## src/rtl/count_monitor.sv

```systemverilog
// count_monitor
//   Consumer stage in the clk2 domain for a counter value that was synchronised
//   bit-by-bit, without gray coding. Because each bit is synchronised on its
//   own, a sampled word can be briefly incoherent. The block therefore accepts
//   a value only after it has been stable for STABLE_P consecutive samples.
//   On the accepted value it detects threshold crossings and wrap-arounds, and
//   it raises a sticky interrupt that is cleared by an acknowledge pulse.
//
// Ports
//   clk2         in   destination-domain clock; all logic uses its rising edge
//   reset        in   synchronous, active-high reset
//   val_in       in   synchronised counter value (WIDTH_P)
//   thresh       in   threshold (WIDTH_P); quasi-static
//   thresh_en    in   enables the threshold compare
//   irq_ack      in   single-cycle pulse that clears irq_cause
//   val_stable   out  last accepted value (WIDTH_P)
//   stable_vld   out  at least one value has been accepted since reset
//   above_thresh out  registered threshold compare result
//   wrap_cnt     out  saturating count of wrap events (WRAPCNT_W)
//   irq_cause    out  sticky causes: bit0 = threshold rise, bit1 = wrap
//   irq          out  OR of the irq_cause bits
module count_monitor #(
  parameter int WIDTH_P   = 4,
  parameter int STABLE_P  = 2,
  parameter int WRAPCNT_W = 8
) (
  input  logic                 clk2,
  input  logic                 reset,
  input  logic [WIDTH_P-1:0]   val_in,
  input  logic [WIDTH_P-1:0]   thresh,
  input  logic                 thresh_en,
  input  logic                 irq_ack,
  output logic [WIDTH_P-1:0]   val_stable,
  output logic                 stable_vld,
  output logic                 above_thresh,
  output logic [WRAPCNT_W-1:0] wrap_cnt,
  output logic [1:0]           irq_cause,
  output logic                 irq
);

  // The stability counter must be able to hold STABLE_P itself.
  localparam int CNT_W = (STABLE_P < 1) ? 1 : $clog2(STABLE_P + 1);
  localparam logic [CNT_W-1:0]     STAB_MAX    = CNT_W'(STABLE_P);
  localparam logic [CNT_W-1:0]     STAB_COMMIT = CNT_W'(STABLE_P - 1);
  localparam logic [CNT_W-1:0]     CNT_ONE     = {{(CNT_W-1){1'b0}}, 1'b1};
  localparam logic [WRAPCNT_W-1:0] WRAP_ONE    = {{(WRAPCNT_W-1){1'b0}}, 1'b1};
  localparam logic [WRAPCNT_W-1:0] WRAP_SAT    = {WRAPCNT_W{1'b1}};

  logic [WIDTH_P-1:0]   val_q_r;
  logic [CNT_W-1:0]     stab_cnt_r;
  logic [WIDTH_P-1:0]   val_stable_r;
  logic                 stable_vld_r;
  logic                 above_thresh_r;
  logic                 above_prev_r;
  logic [WRAPCNT_W-1:0] wrap_cnt_r;
  logic [1:0]           irq_cause_r;
  logic                 irq_r;

  logic                 match_s;
  logic [CNT_W-1:0]     stab_cnt_nxt_s;
  logic                 commit_s;
  logic                 wrap_s;
  logic                 above_nxt_s;
  logic                 rise_s;
  logic [WRAPCNT_W-1:0] wrap_cnt_nxt_s;
  logic [1:0]           irq_cause_nxt_s;

  // Next-state logic for the filter, the event detectors and the cause register.
  always_comb begin
    match_s         = (val_in == val_q_r);
    stab_cnt_nxt_s  = {CNT_W{1'b0}};
    commit_s        = 1'b0;
    wrap_s          = 1'b0;
    above_nxt_s     = 1'b0;
    rise_s          = 1'b0;
    wrap_cnt_nxt_s  = wrap_cnt_r;
    irq_cause_nxt_s = irq_cause_r;

    if (match_s) begin
      if (stab_cnt_r != STAB_MAX) begin
        stab_cnt_nxt_s = stab_cnt_r + CNT_ONE;
      end else begin
        stab_cnt_nxt_s = stab_cnt_r;
      end
    end else begin
      stab_cnt_nxt_s = {CNT_W{1'b0}};
    end

    // Commit only on the step into saturation, so a held value commits once.
    commit_s = match_s && (stab_cnt_r == STAB_COMMIT);
    // A newly accepted value below the previous one is a wrap; the first
    // commit after reset has no previous value to compare against.
    wrap_s   = commit_s && stable_vld_r && (val_q_r < val_stable_r);

    above_nxt_s = stable_vld_r && thresh_en && (val_stable_r >= thresh);
    // Rising edge of the registered compare, judged against its previous value.
    rise_s      = above_thresh_r && !above_prev_r;

    if (wrap_s && (wrap_cnt_r != WRAP_SAT)) begin
      wrap_cnt_nxt_s = wrap_cnt_r + WRAP_ONE;
    end else begin
      wrap_cnt_nxt_s = wrap_cnt_r;
    end

    // Ack clears first, then new events are OR-ed in: set wins over clear.
    if (irq_ack) begin
      irq_cause_nxt_s = 2'b00;
    end else begin
      irq_cause_nxt_s = irq_cause_r;
    end
    irq_cause_nxt_s = irq_cause_nxt_s | {wrap_s, rise_s};
  end

  // State registers; reset has priority over every other update.
  always_ff @(posedge clk2) begin
    if (reset) begin
      val_q_r        <= {WIDTH_P{1'b0}};
      stab_cnt_r     <= {CNT_W{1'b0}};
      val_stable_r   <= {WIDTH_P{1'b0}};
      stable_vld_r   <= 1'b0;
      above_thresh_r <= 1'b0;
      above_prev_r   <= 1'b0;
      wrap_cnt_r     <= {WRAPCNT_W{1'b0}};
      irq_cause_r    <= 2'b00;
      irq_r          <= 1'b0;
    end else begin
      val_q_r        <= val_in;
      stab_cnt_r     <= stab_cnt_nxt_s;
      if (commit_s) begin
        val_stable_r <= val_q_r;
        stable_vld_r <= 1'b1;
      end else begin
        val_stable_r <= val_stable_r;
        stable_vld_r <= stable_vld_r;
      end
      above_thresh_r <= above_nxt_s;
      above_prev_r   <= above_thresh_r;
      wrap_cnt_r     <= wrap_cnt_nxt_s;
      irq_cause_r    <= irq_cause_nxt_s;
      // Registered copy of the OR of the next causes, equal to OR of irq_cause.
      irq_r          <= |irq_cause_nxt_s;
    end
  end

  assign val_stable   = val_stable_r;
  assign stable_vld   = stable_vld_r;
  assign above_thresh = above_thresh_r;
  assign wrap_cnt     = wrap_cnt_r;
  assign irq_cause    = irq_cause_r;
  assign irq          = irq_r;

endmodule

```

## config.mk

```make
export PLATFORM = sky130hd
export DESIGN_NAME = count_monitor
export DESIGN_NICKNAME = d
export VERILOG_FILES = /design/src/rtl/count_monitor.sv
export SDC_FILE = /design/constraint.sdc
export NUM_CORES = 1
export LEC_CHECK = 0
export CAP_MARGIN = 20
export CORE_MARGIN = 2
export CORE_UTILIZATION = 50
export CTS_CLUSTER_DIAMETER = 100
export CTS_CLUSTER_SIZE = 40
export DETAILED_ROUTE_END_ITERATION = 12
export PLACE_DENSITY_LB_ADDON = 0.12
export SLEW_MARGIN = 5
export SYNTH_ARGS = -nofsm -noshare
export SYNTH_HDL_FRONTEND = slang
export SYNTH_SLANG_ARGS = --single-unit
```

## constraint.sdc

```tcl
create_clock -name clk2 -period 4.1 [get_ports clk2]
set_input_delay 1.23 -clock clk2 [delete_from_list [all_inputs] [get_ports clk2]]
set_output_delay 1.23 -clock clk2 [all_outputs]
set_load 0.01 [all_outputs]
```

==> out/results.txt <==
The layout overhead on the synthesized area was 29.1%; the met1 wire length was 989 um. The pre-antenna-repair detailed-routing pass consisted of 4 iterations. In this run the top signal layer used is met4. Final hold violation count: 0. The class of the most critical setup path was primary input to register. The share of synthesized area occupied by flip-flops and latches is 0.399, and the post-route core utilization is 0.690. For this design, the sink count on the clock tree is 24. Setup repair after global routing left no endpoint under its margin.

For this run the aggregate overflow at the end of global routing stands at 0. The routed layout has 929 vias. During synthesis, Yosys emitted a total of 0 warnings. The tools report the number of pins with negative max-slew slack in the final report as 0.

Summed over all instances, the cell type with the most area after synthesis is sky130_fd_sc_hd__dfxtp_1. Portion of the clock cycle consumed by the worst path in the final layout: 0.659. The kind of cell with the highest combined delay along the critical path is simple AND/OR/NAND/NOR gates.

In the final timing run, aggregate negative setup slack is 0 ps. The slowest cell on the critical path is sky130_fd_sc_hd__clkdlybuf4s50_1. The fraction of final layout cells with drive strength greater than 1 was 0.0897; the number of nets in the final layout was 179. The detailed router finished its first iteration with 15 violations. Number of post-CTS setup repair buffers: 0. Instance area after placement: 1500 um2. The first global-routing pass estimated 3530 um of wire.

Synthesis handed over a netlist of 127 instances. The proportion of register bits with asynchronous set or reset after synthesis is 0, and the post-route minimum period is 2700 ps. The leakage dissipation was 0.607 nW; the total power density per cell area was 285 nW/um2.

In this run, synthesis inferred 0 flip-flops with an integrated enable. The finished layout holds 184 standard cells, fillers aside. The mux contribution to synthesized area is 0.0540, and the portion of synthesized cell area occupied by the leading cell type is 0.399. The number of library cell types mapped by synthesis is 33, and the number of global-route vias before repair is 859. After detailed routing, the met3 layer carries 115 um of wire. Relative slew slack: 0.444. The largest fanout of any net on the critical path was 8. The run gives 3 as the CTS buffer count. The tools report the master cell of the clock root buffer as sky130_fd_sc_hd__clkbuf_4. The startpoint identified for the worst register-to-register timing path is val_stable[1]. The cell area after technology mapping was 1200 um2; the transition time at the pin with the least slew margin was 831 ps. Tracing the worst setup path back leads to its startpoint at val_in[0].

29 I/O pins were placed. TritonCTS built the clock tree. At the end of routability-driven placement, the weighted congestion stood at 0.739. The area fraction in compound gates after synthesis was 0.0789. Counting buffers and inverters, the worst setup path is 6 cells deep. For this run, design rule violations remaining after detail routing come to 0. Worst min-delay path class: register to register. Combinational family with the most area after synthesis: simple AND/OR/NAND/NOR gates.

The category of the worst setup path capture point was a register. The tools report the kind of launch point of the worst setup path as a primary input. The tools report the number of antenna violations at the first check in global routing as 0.

Counting flops and latches in the post-synthesis netlist gives 24. After detailed routing, the total wire length is 2200 um. The critical path ends at wrap_cnt[1].

VDD sags by at most 419 uV. The share of synthesized cell area in and, or, nand and nor gates works out to 0.240. The starting density of the core came out at 0.534. The clock-pin transition on the worst setup and hold timing paths is 130 ps.

For the later-pin clock latency in the skew report, the log shows 320 ps. For this run, the top clock speed supported by timing is 370 MHz. After floorplanning, the core was sized to cover 2250 um2.

The fraction of the mapped netlist area in adder cells was 0.104; the H-tree depth reported by CTS was 1. The run finished with clean final reports. Dividing the synthesized area by the synthesized cell count gives 9.49 um2. The filler cell count in the final layout is 202, and the count of input and output buffers is 28. The endpoint identified for the worst register-to-register timing path is wrap_cnt[1].

Setup violations remaining at the end of the flow were counted as 0. The die boundary height is 53.1 um, and the detail-routed via count per cell is 5.05. When the netlist entered floorplanning its net count stood at 149. Max-cap violations in this run came to 0. For flop-to-flop paths, the worst setup slack is 2170 ps. The fraction of synthesized cell area in xor and xnor cells works out to 0.0727.

At the placement stage, the worst setup path has a slack of 1100 ps. Sum of buffers and inverters on the critical path: 1. The post-cts hold buffer count was 0; the maximum number of pins on one net before global-route repair was 25. The met2 wirelength from detailed routing was 1070 um; the stage delay of the slowest cell on the critical path was 440 ps. Post-CTS repair changed the size of 0 cells.

For the data required time of the critical path, the log shows 4300 ps. The tools report the number of buffers on the longest clock path as 2. The count of antenna-violating nets left after detailed routing is 0, and the mean routed wirelength per cell is 12.0 um.

Sorting the synthesized cells by area gives the leading types as sky130_fd_sc_hd__dfxtp_1 40%, sky130_fd_sc_hd__ha_1 10%, sky130_fd_sc_hd__xnor2_1 6.5%. In the post-route analysis, the smallest setup slack over all paths is 1400 ps. In this run, placement finished with an instance count of 180. After floorplanning, the core was divided into 17 placement rows. The critical path arrival is 2900 ps, and the logic depth of the worst register-to-register path is 7. Clock skew on the completed layout was measured at 5.73 ps. The total track usage is 0.171. The chip width came out at 53.1 um. The HPWL after detailed placement is 1710 um.

The tools report the number of diodes as 0. The top flip-flop cell by instance count after synthesis was sky130_fd_sc_hd__dfxtp_1. The die covers 2820 um2.

Once layout is done, the placed cells without fillers occupy 1560 um2. Walking the worst path, the cells encountered are clkdlybuf4s50_1, xnor2_1, nand4_2, nor3_1, mux2i_1, nor2_1.
==> power breakdown <==
| part | leakage (nW) | total (mW) | internal [mW] | switching [mW] |
|---|---|---|---|---|
| Clock | 0.0279 | 0.171 | 0.0990 | 0.0722 |
| Sequential | 0.194 | 0.238 | 0.236 | 0.00243 |
| Combinational | 0.385 | 0.0341 | 0.0186 | 0.0155 |
==> worst min path at each step <==
stage                       from           end  slack, ps  cells after the start
finish                stable_vld  above_thresh        490                      2
global route          stable_vld  above_thresh        510                      2
CTS                   stable_vld  above_thresh        490                      2
detailed placement    stable_vld  above_thresh        470                      2
global placement    irq_cause[0]  irq_cause[0]        470                      2
floorplan             stable_vld  above_thresh        480                      2
==> worst min-delay path, stage by stage, from the launching register on <==
cell and delay (ps):
sky130_fd_sc_hd__dfxtp_1 350, sky130_fd_sc_hd__nand2_1 60, sky130_fd_sc_hd__nor3_1 50
==> metrics by stage <==
| stage | power, mW | hold WS (ps) |
|---|---|---|
| final | 0.443 | 486 |
| after global routing | 0.461 | 510 |
| after CTS | 0.449 | 486 |
| after detailed placement | 0.277 | 475 |
| after global placement | 0.276 | 468 |
| after floorplan | 0.262 | 479 |
==> logic make-up (layout without fill, tap and decap cells) <==
kind of cell    after synthesis  after routing
simple gates                 50             50
flops                        24             24
buf+inv                      15             44
compound gates               12             12
fa+ha+maj                    10             10
xor+xnor                     10             10
mux                           6              6
==> synth_stat cells (2+ instances only) <==
cell / number
sky130_fd_sc_hd__a21o_1: 2
sky130_fd_sc_hd__mux2i_1: 5
sky130_fd_sc_hd__ha_1: 10
sky130_fd_sc_hd__nand2b_1: 2
sky130_fd_sc_hd__nor2_1: 18
sky130_fd_sc_hd__nor3_1: 3
sky130_fd_sc_hd__a21oi_1: 6
sky130_fd_sc_hd__xnor2_1: 9
sky130_fd_sc_hd__nand2_1: 4
sky130_fd_sc_hd__nor4b_2: 2
sky130_fd_sc_hd__dfxtp_1: 24
sky130_fd_sc_hd__nand3_1: 4
sky130_fd_sc_hd__nor2b_1: 7
sky130_fd_sc_hd__inv_1: 12
==> state kept, by name, indices dropped and copies added (netlist names) <==
name / flops
above_prev_r: 1
val_q_r: 4
irq_cause: 2
wrap_cnt: 8
stable_vld: 1
val_stable: 4
stab_cnt_r: 2
irq: 1
above_thresh: 1
==> metal layers <==
| layer | vias up | track usage |
|---|---|---|
| li1 | 481 | - |
| met1 | 422 | 0.193 |
| met2 | 22 | 0.306 |
| met3 | 4 | 0.0508 |
| met4 | 0 | 0.0513 |
| met5 | - | 0 |
==> layout by cell type (no fill, tap or decap), types with 2 or more instances in the layout <==
cell,netlist,final
sky130_fd_sc_hd__mux2i_1,5,5
sky130_fd_sc_hd__a21oi_1,6,6
sky130_fd_sc_hd__clkbuf_4,0,3
sky130_fd_sc_hd__nand2_1,4,4
sky130_fd_sc_hd__inv_1,12,12
sky130_fd_sc_hd__nand2b_1,2,2
sky130_fd_sc_hd__dfxtp_1,24,24
sky130_fd_sc_hd__xnor2_1,9,9
sky130_fd_sc_hd__nor3_1,3,3
sky130_fd_sc_hd__clkdlybuf4s50_1,0,28
sky130_fd_sc_hd__nand3_1,4,4
sky130_fd_sc_hd__nor4b_2,2,2
sky130_fd_sc_hd__a21o_1,2,2
sky130_fd_sc_hd__ha_1,10,10
sky130_fd_sc_hd__nor2_1,18,18
sky130_fd_sc_hd__nor2b_1,7,7
==> area by class of cell <==
class / instances / area [um2] / area share
well taps: 28 / 35.0 / 0.0225
flip-flops and latches: 24 / 480 / 0.309
clock buffers: 3 / 22.5 / 0.0145
inverters: 12 / 45.0 / 0.0290
repair buffers: 28 / 280 / 0.180
multi-input cells: 88 / 662 / 0.426
clock inverters: 1 / 30.0 / 0.0193
(Power assumes the default switching activity.)
